**src/rtl/nabp_processing_swappable.sv**
```systemverilog
// NABP line-processing front end: maps detector positions to filtered-RAM reads,
// fills a partitioned shift register, then advances it at a fractional rate for the PEs.
module nabp_processing_swappable #(
    parameter int kFilteredDataLength = 12,
    parameter int kNoOfPartitions     = 4,
    parameter int kPartitionSize      = 8,
    parameter int kLineLength         = 32,
    parameter int kProjLineSize       = 256,
    parameter int kSLength            = 9,
    parameter int MP_W                = 18,
    parameter int MP_FRAC             = 8,
    parameter int SH_FRAC             = 8
) (
    input  logic                                          clk,
    input  logic                                          reset_n,
    input  logic [SH_FRAC:0]                              sw_sh_accu_base,
    input  logic signed [MP_W-1:0]                        sw_mp_accu_init,
    input  logic signed [MP_W-1:0]                        sw_mp_accu_base,
    input  logic                                          sw_swap_ack,
    input  logic                                          sw_next_itr_ack,
    input  logic [kFilteredDataLength-1:0]                fr_val,
    output logic                                          sw_swap,
    output logic                                          sw_next_itr,
    output logic                                          sw_pe_en,
    output logic [kSLength-1:0]                           fr_s_val,
    output logic [kFilteredDataLength*kNoOfPartitions-1:0] pe_taps
);
    localparam int N     = kNoOfPartitions * kPartitionSize;
    localparam int CMAX  = (N > kLineLength) ? N : kLineLength;
    localparam int CW    = $clog2(CMAX + 1);
    localparam int S_W   = MP_W - MP_FRAC;

    typedef enum logic [1:0] {REQ, FILL, SWAP, PROC} state_t;

    state_t                        state;
    logic [CW-1:0]                 cnt;
    logic signed [MP_W-1:0]        mp_accu;
    logic signed [MP_W-1:0]        mp_base;
    logic [SH_FRAC:0]              sh_base;
    logic [SH_FRAC-1:0]            sh_frac;
    logic [SH_FRAC+1:0]            sh_sum;
    logic                          carry;
    logic                          issue;
    logic                          pend;
    logic signed [S_W-1:0]         s_raw;
    logic [kSLength-1:0]           s_clamp;
    logic [kFilteredDataLength-1:0] sreg [N];

    // Integer part of the mapper accumulator is a floor, since the slice drops fraction bits.
    assign s_raw  = mp_accu[MP_W-1:MP_FRAC];
    assign sh_sum = {2'b00, sh_frac} + {1'b0, sh_base};
    assign carry  = |sh_sum[SH_FRAC+1:SH_FRAC];
    assign issue  = ((state == FILL) && (cnt < CW'(N))) || ((state == PROC) && carry);

    always_comb begin
        s_clamp = '0;
        if (s_raw[S_W-1])
            s_clamp = '0;
        else if (s_raw > $signed(S_W'(kProjLineSize - 1)))
            s_clamp = kSLength'(kProjLineSize - 1);
        else
            s_clamp = s_raw[kSLength-1:0];
    end

    always_ff @(posedge clk or negedge reset_n) begin
        if (!reset_n) begin
            state       <= REQ;
            cnt         <= '0;
            mp_accu     <= '0;
            mp_base     <= '0;
            sh_base     <= '0;
            sh_frac     <= '0;
            sw_swap     <= 1'b0;
            sw_next_itr <= 1'b0;
            sw_pe_en    <= 1'b0;
            fr_s_val    <= '0;
        end else begin
            if (issue) begin
                fr_s_val <= s_clamp;
                mp_accu  <= mp_accu + mp_base;
            end
            case (state)
                REQ: begin
                    if (sw_next_itr && sw_next_itr_ack) begin
                        sw_next_itr <= 1'b0;
                        mp_accu     <= sw_mp_accu_init;
                        mp_base     <= sw_mp_accu_base;
                        sh_base     <= sw_sh_accu_base;
                        sh_frac     <= '0;
                        cnt         <= '0;
                        state       <= FILL;
                    end else begin
                        sw_next_itr <= 1'b1;
                    end
                end
                // Count runs one past the last read so the final shift lands before SWAP.
                FILL: begin
                    if (cnt == CW'(N)) begin
                        sw_swap <= 1'b1;
                        state   <= SWAP;
                    end else begin
                        cnt <= cnt + 1'b1;
                    end
                end
                SWAP: begin
                    if (sw_swap_ack) begin
                        sw_swap  <= 1'b0;
                        sw_pe_en <= 1'b1;
                        cnt      <= '0;
                        state    <= PROC;
                    end
                end
                PROC: begin
                    sh_frac <= sh_sum[SH_FRAC-1:0];
                    if (cnt == CW'(kLineLength - 1)) begin
                        sw_pe_en <= 1'b0;
                        state    <= REQ;
                    end else begin
                        cnt <= cnt + 1'b1;
                    end
                end
                default: state <= REQ;
            endcase
        end
    end

    // Shift lags its read by one cycle; this also drains the last PROC read during REQ.
    always_ff @(posedge clk or negedge reset_n) begin
        if (!reset_n) begin
            pend <= 1'b0;
            for (int i = 0; i < N; i++) sreg[i] <= '0;
        end else begin
            pend <= issue;
            if (pend) begin
                for (int i = 0; i < N - 1; i++) sreg[i] <= sreg[i+1];
                sreg[N-1] <= fr_val;
            end
        end
    end

    for (genvar p = 0; p < kNoOfPartitions; p++) begin : g_tap
        assign pe_taps[p*kFilteredDataLength +: kFilteredDataLength] = sreg[p*kPartitionSize];
    end

endmodule

```
**config.mk**
```make
export PLATFORM = sky130hd
export DESIGN_NAME = nabp_processing_swappable
export DESIGN_NICKNAME = d
export VERILOG_FILES = /design/src/rtl/nabp_processing_swappable.sv
export SDC_FILE = /design/constraint.sdc
export NUM_CORES = 1
export LEC_CHECK = 0
export CELL_PAD_IN_SITES_DETAIL_PLACEMENT = 1
export CELL_PAD_IN_SITES_GLOBAL_PLACEMENT = 1
export CORE_UTILIZATION = 50
export CTS_CLUSTER_SIZE = 20
export DETAILED_ROUTE_END_ITERATION = 16
export PLACE_DENSITY = 0.81
export SETUP_SLACK_MARGIN = 0.5
export SYNTH_ARGS = -nofsm -noshare
export SYNTH_HDL_FRONTEND = slang
export SYNTH_SLANG_ARGS = --single-unit
```
**constraint.sdc**
```tcl
create_clock -name clk -period 4 [get_ports clk]
set_clock_uncertainty 0.2 [all_clocks]
set_input_delay 0.6 -clock clk [delete_from_list [all_inputs] [get_ports clk]]
set_output_delay 0.6 -clock clk [all_outputs]
set_load 0.02 [all_outputs]
```
# Word level (Yosys, flattened, before mapping)
# Cells that the tools add are included.
dict set report totals {
  register_bits 458
  inputBits 61
  wordCells 98
}
dict set report op_classes {
  n_addsub 3
  order_cmp 2
  n_eq_ne 11
  muxes 24
  reduce_logical 15
}
# operator count
set ops {}
lappend ops {{18-bit 2-to-1 mux} 3}
lappend ops {{6-bit 2-to-1 mux} 4}
lappend ops {{6-bit one-hot mux with 4 select lines} 1}
lappend ops {{18-bit adder} 1}
lappend ops {{9-bit 2-to-1 mux} 2}
lappend ops {{8-bit one-hot mux with 2 select lines} 1}
lappend ops {{8-bit by 9-bit adder with 10-bit output} 1}
lappend ops {{10-bit by 9-bit > comparator with 1-bit output, second input constant} 1}
lappend ops {{2-bit 2-to-1 mux} 4}
lappend ops {{8-bit 2-to-1 mux} 1}
lappend ops {{2-bit inequality test, second input constant} 4}
lappend ops {{2-bit one-hot mux with 4 select lines} 1}
lappend ops {{4-bit AND reduction} 2}
lappend ops {{6-bit by 1-bit adder with 6-bit output, second input constant} 1}
lappend ops {{6-bit by 5-bit == test with 1-bit output, second input constant} 1}
lappend ops {{6-bit == test, second input constant} 1}
lappend ops {{6-bit less-than comparator, second input constant} 1}
lappend ops {{3-bit AND reduction} 2}
lappend ops {{2-bit nonzero test} 3}
lappend ops {{1-bit 2-to-1 mux} 5}
lappend ops {{2-bit == test, second input constant} 2}
lappend ops {{2-bit by 1-bit inequality test with 1-bit output, second input constant} 2}
lappend ops {{1-bit one-hot mux with 2 select lines} 2}
lappend ops {{2-bit AND reduction} 2}
lappend ops {{other kinds (5)} 7}

# Longest topological paths before layout
# Gate-level depths: netlist of run 1.
dict set report depth {
  depth_word 7
  mapped_depth 13
}

# Worst setup path before layout of run 1
# No wires, ideal clock.
dict set report synth_timing {
  path_type {reg2reg}
  start {register mp_accu[0]}
  end {register mp_accu[16]}
  arrival_time_ps 2300
  slack_ps 1378
  stages_incl_launch_ff 10
  n_path_buf 0
  period_less_slack_ps 2622
  path_cell_list {dfrtp_1 -> ha_1 -> fa_1 -> a21o_1 -> a21oi_1 -> o21ai_1 -> a21boi_0 -> a21oi_1 -> xor2_1 -> o221a_2}
}
dict set report synth_via {
  elab_chain_len 4
}
# element line
set synth_lines {}
lappend synth_lines {{start: declaration} 37} ;# logic signed [MP_W-1:0] mp_accu;
lappend synth_lines {{start signal: assignment} 80} ;# mp_accu <= mp_accu + mp_base;
lappend synth_lines {{start signal: assignment} 86} ;# mp_accu <= sw_mp_accu_init;
lappend synth_lines {{18-bit adder (*)} 80}
lappend synth_lines {{18-bit 2-to-1 mux (*)} 78} ;# if (issue) begin
lappend synth_lines {{18-bit 2-to-1 mux} 84} ;# if (sw_next_itr && sw_next_itr_ack) begin
lappend synth_lines {{18-bit 2-to-1 mux (*)} 82} ;# case (state)
# Mark *: on every way between the ends. The rest lies on a longest branch, timed or not.
# A chain may end at the register's enable or synchronous reset.

# Final worst setup path of run 1
# Same ends and word-level chain as after synthesis.

==> metrics.txt, run 1 <==
# TYPE chip_impl_metric gauge
chip_impl_metric{name="die_x",unit="um"} 195
chip_impl_info{name="post_synth_most_frequent_cells",value="dfrtp_1, mux2_2, nand2_1"} 1
chip_impl_info{name="worstSetupPathType",value="register to register"} 1
chip_impl_metric{name="yosys_warnings",unit=""} 0
chip_impl_metric{name="sw_frac_of_total",unit=""} 0.326
chip_impl_metric{name="diodes",unit=""} 0
chip_impl_metric{name="fin_cells",unit=""} 1912
chip_impl_metric{name="start_util",unit=""} 0.509
chip_impl_metric{name="route.detailed.vias_per_inst",unit=""} 5.31
chip_impl_metric{name="grt_pass1_wl",unit="um"} 59300
chip_impl_metric{name="mappedNetlistArea",unit="um^2"} 18700
chip_impl_info{name="clock_tree_from_tritoncts",value="yes"} 1
chip_impl_info{name="end_kind",value="register"} 1
chip_impl_metric{name="hold_viol",unit=""} 0
chip_impl_metric{name="timing.final.setup_violations",unit=""} 0
chip_impl_metric{name="final_net_count",unit=""} 1499
chip_impl_metric{name="place_congestion",unit=""} 0.847
chip_impl_metric{name="largest_net_degree_at_the_start_of_global_routing",unit=""} 117
chip_impl_info{name="synthDominantAreaCellType",value="dfrtp_1"} 1
chip_impl_metric{name="clkLatencyLatePin",unit="ns"} 0.57
chip_impl_info{name="path_cells",value="ha_1, fa_1, a21o_1, a21oi_1, o21ai_1, a21boi_0, a21oi_1, xor2_1, o221a_2"} 1
chip_impl_metric{name="internal_power",unit="mW"} 13.8
chip_impl_info{name="crit_path_top_delay_cell",value="fa_1"} 1
chip_impl_info{name="synthTopCellsByArea",value="dfrtp_1, mux2_2, nand2_1, ha_1, buf_4"} 1
chip_impl_metric{name="rows",unit=""} 70
chip_impl_metric{name="seq_area_frac_synth",unit=""} 0.613
chip_impl_info{name="synthFlopType",value="dfrtp_1"} 1
chip_impl_metric{name="total_leakage_power",unit="nW"} 9.38
chip_impl_metric{name="drtIter0Drc",unit=""} 388
chip_impl_metric{name="timing.reg2reg.setup_slack",unit="ns"} 1.06
chip_impl_metric{name="synth_cell_types",unit=""} 50
chip_impl_metric{name="clock_tree.buffer_depth",unit=""} 3
chip_impl_metric{name="period_minus_slack",unit="ns"} 2.94
chip_impl_metric{name="synth_largest_type_area_fraction",unit=""} 0.613
chip_impl_metric{name="clock_power_share",unit=""} 0.210
chip_impl_metric{name="cts.sink_count",unit=""} 458
chip_impl_metric{name="pwr-share-seq",unit=""} 0.419
chip_impl_metric{name="dieArea",unit="um^2"} 38100
chip_impl_metric{name="cts_repair_resize_count",unit=""} 0
chip_impl_info{name="outcome",value="complete, no violations"} 1
chip_impl_metric{name="first_global_vias",unit=""} 11400
chip_impl_metric{name="finalCritPeriodShare",unit=""} 0.734
chip_impl_metric{name="max_incr_delay_on_cp",unit="ns"} 0.43
chip_impl_metric{name="crit_path_dat",unit="ns"} 3.21
chip_impl_metric{name="layout-drive-gt1-share",unit=""} 0.340
chip_impl_info{name="cp_common_cell",value="a21oi_1"} 1
chip_impl_info{name="hold_path_class",value="register to register"} 1
chip_impl_metric{name="areaGrowthSynthToFinish",unit="%"} 15.8
chip_impl_metric{name="synth_nets",unit=""} 1417
chip_impl_metric{name="finalSetupTns",unit="ns"} 0
chip_impl_metric{name="drt-pass1-iter-count",unit=""} 4
chip_impl_metric{name="gr-usage-all-layers",unit=""} 0.192
chip_impl_metric{name="core_area",unit="um^2"} 36700
chip_impl_metric{name="finalWirelength",unit="um"} 34900
chip_impl_metric{name="numCtsBuffers",unit=""} 48
chip_impl_metric{name="crit_buf_inv",unit=""} 0
chip_impl_metric{name="die_height",unit="um"} 195
chip_impl_metric{name="cp_data_required_time",unit="ns"} 4.27
chip_impl_metric{name="max-vdd-ir-drop",unit="mV"} 0.400
chip_impl_metric{name="synth.ff_latch_count",unit=""} 458
chip_impl_metric{name="critPathMaxFanout",unit=""} 4
chip_impl_metric{name="post_cts.repair.setup_buffers",unit=""} 0
chip_impl_metric{name="final_core_util",unit=""} 0.590
chip_impl_metric{name="top_level_ports",unit=""} 121
chip_impl_metric{name="drc",unit=""} 0
chip_impl_metric{name="ant_nets",unit=""} 0
chip_impl_metric{name="postSynth.asyncResetShare",unit=""} 1.00
chip_impl_metric{name="post_cts_hold_buffer_count",unit=""} 1
chip_impl_metric{name="worstMarginPinSlew",unit="ns"} 0.710
chip_impl_metric{name="dr_total_vias",unit=""} 10200
chip_impl_info{name="grt_setup_unrepaired",value="false"} 1
chip_impl_info{name="critical_path.startpoint_type",value="register"} 1
chip_impl_metric{name="buffer_ports.inserted",unit=""} 120
chip_impl_metric{name="power_density",unit="nW/um^2"} 944
chip_impl_metric{name="nFillCells",unit=""} 3430
chip_impl_metric{name="dpl.hpwl",unit="um"} 22000
chip_impl_metric{name="timing.max_cap.violations",unit=""} 0
chip_impl_info{name="cts_root_buf",value="clkbuf_16"} 1
chip_impl_metric{name="numPlacedInstances",unit=""} 1822
chip_impl_metric{name="synth_enable_flop_cells",unit=""} 0
chip_impl_metric{name="slew_violations",unit=""} 0
chip_impl_metric{name="routedWlPerCell",unit="um"} 18.3
chip_impl_metric{name="path_clk_slew",unit="ns"} 0.06
chip_impl_metric{name="max-slew-margin-rel",unit=""} 0.527
chip_impl_info{name="crit_path_max_delay_family",value="compound AO/OA/AOI/OAI gates"} 1
chip_impl_metric{name="power_frac_comb",unit=""} 0.371
chip_impl_metric{name="netSwitchingPower",unit="mW"} 6.66
chip_impl_metric{name="synth_cells",unit=""} 1323
chip_impl_info{name="post-synth-top-count-cell",value="dfrtp_1"} 1
chip_impl_metric{name="syn-mean-instance-area",unit="um^2"} 14.1
chip_impl_metric{name="gr-total-overflow",unit=""} 0
chip_impl_metric{name="achievable-frequency",unit="GHz"} 0.341
chip_impl_metric{name="htreeDepth",unit=""} 2
chip_impl_metric{name="antenna_found_initial",unit=""} 0
## through the flow
stage,hold slack (ns),instance area [um^2],power (mW),setup slack (ns)
floorplan,0.104,18700,14.2,1.38
global placement,0.269,20100,15.7,1.14
detailed placement,0.277,20100,16.2,1.07
CTS,0.294,21600,20.7,1.05
global route,0.312,21600,21.8,0.921
finish,0.287,21600,20.4,1.06
## flip-flops by register name (all words and copies together) (netlist names)
register / count
sw_pe_en: 1
sh_frac: 8
sw_next_itr: 1
sw_swap: 1
mp_base: 18
state: 2
cnt: 6
sh_base: 9
mp_accu: 18
fr_s_val: 9
sreg: 336
pe_taps: 48
pend: 1
## power by group through the flow
stage | combinational [mW] | clock, mW | sequential (mW)
after global routing | 8.30 | 4.62 | 8.89
after detailed placement | 7.58 | 0 | 8.61
after floorplan | 6.24 | 0 | 7.98
after CTS | 7.71 | 4.44 | 8.59
final | 7.58 | 4.30 | 8.55
after global placement | 7.23 | 0 | 8.43
## layout by cell type (no fill, tap or decap), drive strengths merged, types with 12 or more instances in the layout
cell,netlist,layout
dfrtp,458,458
mux2,385,385
clkdlybuf4s50,0,119
nand2,116,116
clkbuf,52,70
nor2,34,34
ha,31,31
a21oi,24,24
o21ai,21,21
buf,56,20
xor2,16,16
inv,13,16
clkinv,0,15
mux2i,12,12
## final cells by class
| cell class | count | area [um^2] | area share |
|---|---|---|---|
| well taps | 468 | 586 | 0.0271 |
| inverters | 13 | 48.8 | 0.00226 |
| flip-flops and latches | 458 | 11500 | 0.530 |
| clock buffers | 70 | 1410 | 0.0649 |
| repair buffers | 140 | 1420 | 0.0657 |
| multi-input cells | 744 | 6570 | 0.304 |
| clock inverters | 19 | 135 | 0.00625 |
## kinds of logic after synthesis
logic type                 count (synthesis)  share of synthesized area
AOI/OAI and AO/OA                        100                     0.0363
muxes                                    397                      0.238
xor gates and xnor gates                  24                     0.0113
DFF                                      458                      0.613
and+or+nand+nor                          190                     0.0427
adders and majority gates                 33                     0.0229
buffers and inverters                    121                     0.0350
## metal layers
metal,share of wire,track usage,vias to the layer above,wire (um)
met4,0.019,0.0569,0,660
met5,0,0,-,0
li1,-,-,4743,-
met1,0.45,0.251,5223,15600
met3,0.038,0.0361,51,1320
met2,0.50,0.326,145,17300
## tightest hold or removal path, cell delays in order (launching register included)
cell     delay, ns
dfrtp_1       0.35
nand2_1       0.05
nand2_1       0.06
## path summary, 6_finish.rpt
| kind | startpoint | end | cells past startpoint |
|---|---|---|---|
| hold / removal | mp_base[14] | mp_base[14] | 2 |
| setup reg to reg | mp_accu[0] | mp_accu[16] | 9 |
| hold reg to reg | mp_base[14] | mp_base[14] | 2 |
| max in group asynchronous | reset_n | sreg[19] | 3 |
| min in group asynchronous | reset_n | pe_taps[33] | 2 |
| setup / recovery | mp_accu[0] | mp_accu[16] | 9 |
(Power assumes the default switching activity.)
==> inputs of run 2 (changes only) <==
Settings changed: CORE_UTILIZATION 50 to 49, PLACE_DENSITY 0.81 to 0.8.
Clock period 4 ns to 3 ns, I/O delays scaled along.
==> metrics.txt, run 2 (same netlist as run 1, synthesis figures left out) <==
# TYPE chip_impl_metric gauge
chip_impl_info{name="outcome",value="complete, no violations"} 1
chip_impl_metric{name="critPathMaxFanout",unit=""} 8
chip_impl_metric{name="hold_viol",unit=""} 0
chip_impl_metric{name="max_ffs_per_register",unit=""} 336
chip_impl_metric{name="total_leakage_power",unit="nW"} 9.57
chip_impl_metric{name="dr_total_vias",unit=""} 10400
chip_impl_metric{name="timing.reg2reg.setup_slack",unit="ns"} 0.39
chip_impl_metric{name="global_route.usage.met3",unit=""} 0.0316
chip_impl_metric{name="achievable-frequency",unit="GHz"} 0.384
chip_impl_metric{name="clkLatencyLatePin",unit="ns"} 0.58
chip_impl_info{name="mostFrequentLayoutCell",value="dfrtp_1"} 1
chip_impl_metric{name="die_x",unit="um"} 197
chip_impl_metric{name="buffer_ports.inserted",unit=""} 120
chip_impl_metric{name="diodes",unit=""} 0
chip_impl_info{name="busiest_layer",value="met2"} 1
chip_impl_metric{name="drc",unit=""} 0
chip_impl_metric{name="gr-usage-all-layers",unit=""} 0.193
chip_impl_metric{name="numCtsBuffers",unit=""} 47
chip_impl_metric{name="worstMarginPinSlew",unit="ns"} 0.678
chip_impl_metric{name="finalCritPeriodShare",unit=""} 0.869
chip_impl_info{name="worstSetupPathType",value="register to register"} 1
chip_impl_metric{name="cts.sink_count",unit=""} 458
chip_impl_metric{name="power_density",unit="nW/um^2"} 1270
chip_impl_info{name="end_kind",value="register"} 1
chip_impl_metric{name="largest_net_degree_at_the_start_of_global_routing",unit=""} 70
chip_impl_metric{name="ant_nets",unit=""} 0
chip_impl_metric{name="die_height",unit="um"} 197
chip_impl_metric{name="timing.final.setup_violations",unit=""} 0
chip_impl_metric{name="max-vdd-ir-drop",unit="mV"} 0.613
chip_impl_info{name="crit_path_capture",value="mp_accu[16]"} 1
chip_impl_metric{name="crit_path_dat",unit="ns"} 2.88
chip_impl_metric{name="routedWlPerCell",unit="um"} 18.3
chip_impl_metric{name="place_congestion",unit=""} 0.806
chip_impl_metric{name="drtIter0Drc",unit=""} 383
chip_impl_metric{name="areaGrowthSynthToFinish",unit="%"} 19.1
chip_impl_metric{name="worst_hold_slack",unit="ns"} 0.198
chip_impl_metric{name="gr-total-overflow",unit=""} 0
chip_impl_metric{name="finalSetupTns",unit="ns"} 0
chip_impl_metric{name="power.total",unit="mW"} 28.3
chip_impl_metric{name="top_level_ports",unit=""} 121
chip_impl_metric{name="nFillCells",unit=""} 3565
chip_impl_metric{name="max-slew-margin-rel",unit=""} 0.548
chip_impl_metric{name="path_clk_slew",unit="ns"} 0.06
chip_impl_metric{name="core_area",unit="um^2"} 37600
chip_impl_info{name="critical_path.reg2reg.startpoint",value="sh_frac[0]"} 1
chip_impl_info{name="critical_path.startpoint_type",value="register"} 1
chip_impl_metric{name="final_net_count",unit=""} 1522
chip_impl_metric{name="period_minus_slack",unit="ns"} 2.61
chip_impl_metric{name="start_util",unit=""} 0.497
chip_impl_metric{name="timing.max_cap.violations",unit=""} 0
chip_impl_info{name="worstReg2RegEnd",value="mp_accu[16]"} 1
chip_impl_metric{name="groute.layer.met1.usage",unit=""} 0.253
chip_impl_metric{name="cp_data_required_time",unit="ns"} 3.27
chip_impl_metric{name="antenna_found_initial",unit=""} 0
chip_impl_metric{name="reg2reg_depth",unit=""} 11
chip_impl_info{name="layout.cells.most_common_list",value="dfrtp_1, mux2_2, clkdlybuf4s50_1, nand2_1, clkbuf_16"} 1
chip_impl_metric{name="route.detailed.vias_per_inst",unit=""} 5.25
chip_impl_info{name="clock_tree_from_tritoncts",value="yes"} 1
chip_impl_metric{name="rows",unit=""} 71
chip_impl_info{name="crit_startpoint",value="sh_frac[0]"} 1
chip_impl_info{name="largest_register",value="sreg"} 1
chip_impl_metric{name="first_global_vias",unit=""} 11500
chip_impl_metric{name="grt_pass1_wl",unit="um"} 59900
chip_impl_metric{name="layout-drive-gt1-share",unit=""} 0.370
chip_impl_info{name="hold_path_class",value="input pin to register"} 1
chip_impl_metric{name="slew_violations",unit=""} 0
chip_impl_metric{name="dpl.hpwl",unit="um"} 22800
chip_impl_info{name="cts_root_buf",value="clkbuf_16"} 1
chip_impl_metric{name="finalWirelength",unit="um"} 36300
chip_impl_metric{name="htreeDepth",unit=""} 2
chip_impl_metric{name="clock_tree.buffer_depth",unit=""} 3
chip_impl_metric{name="met2_global_route_usage",unit=""} 0.327
chip_impl_metric{name="drt-pass1-iter-count",unit=""} 4
chip_impl_info{name="grt_setup_unrepaired",value="true"} 1
chip_impl_metric{name="dieArea",unit="um^2"} 38900
run 2: cell types whose count changed in the layout (fill, tap and decap cells not counted), sizes merged:
cell / before / now
clkbuf: 70 / 77
buf: 20 / 44
inv: 16 / 14
clkinv: 15 / 6
clkinvlp: 0 / 2
run 2: repair_timing:
action | in CTS | in global routing
hold endpoints to repair | 61 | 0
hold buffers | 1 | 0
setup endpoints to repair | 26 | 30
pin swaps | 12 | 13
resized for setup | 21 | 28
gates cloned | 2 | 0
setup buffers | 7 | 11
run 2: worst min-delay path by stage:
stage / startpoint / to / depth (start not counted)
3_3_place_gp: reset_n / sreg[213] / 1
2_1_floorplan: reset_n / cnt[0] / 0
6_report: sw_sh_accu_base[2] / sh_base[2] / 3
3_5_place_dp: reset_n / sreg[213] / 1
4_1_cts: sw_mp_accu_base[15] / mp_base[15] / 3
5_1_grt: sw_sh_accu_base[2] / sh_base[2] / 3
run 2: report_power, final:
| part | internal, mW | switching, mW |
|---|---|---|
| Combinational | 6.25 | 4.84 |
| Clock | 3.42 | 2.38 |
| Sequential | 9.43 | 2.01 |
| Total | 19.1 | 9.23 |
run 2: area by class of cell:
type / count / area [um^2] / share of cell area
inverter: 13 / 53.8 / 0.00242
sequential: 458 / 11500 / 0.515
timing repair buffer: 164 / 1750 / 0.0788
clock buffer: 77 / 1460 / 0.0657
multi-input combinational: 744 / 6780 / 0.305
tap: 511 / 639 / 0.0287
clock inverter: 10 / 95.1 / 0.00427
run 2: critical path, stage by stage, from the launching register on:
cell      delay [ns]
dfrtp_1         0.41
ha_4            0.18
buf_4           0.13
buf_6           0.11
a211oi_4        0.20
nor2_2          0.08
o31a_1          0.28
nand3_1         0.09
and3_4          0.24
inv_6           0.07
or3_1           0.37
o221a_2         0.13
run 2: metal layers:
layer  up-vias  routed length [um]
met4         0                 776
met2       160               18400
met1      5393               15800
met3        58                1260
li1       4769                   -
met5         -                   0
run 2: metrics by stage:
stage | cell area, um^2 | instances | setup WS [ns] | util
after floorplan | 18700 | 1323 | 0.518 | -
after global placement | 20300 | 1869 | 0.285 | 0.540
after detailed placement | 20300 | 1869 | 0.240 | 0.540
after CTS | 22000 | 1966 | 0.350 | 0.586
after global routing | 22200 | 1977 | 0.282 | 0.592
final | 22200 | 1977 | 0.393 | 0.592
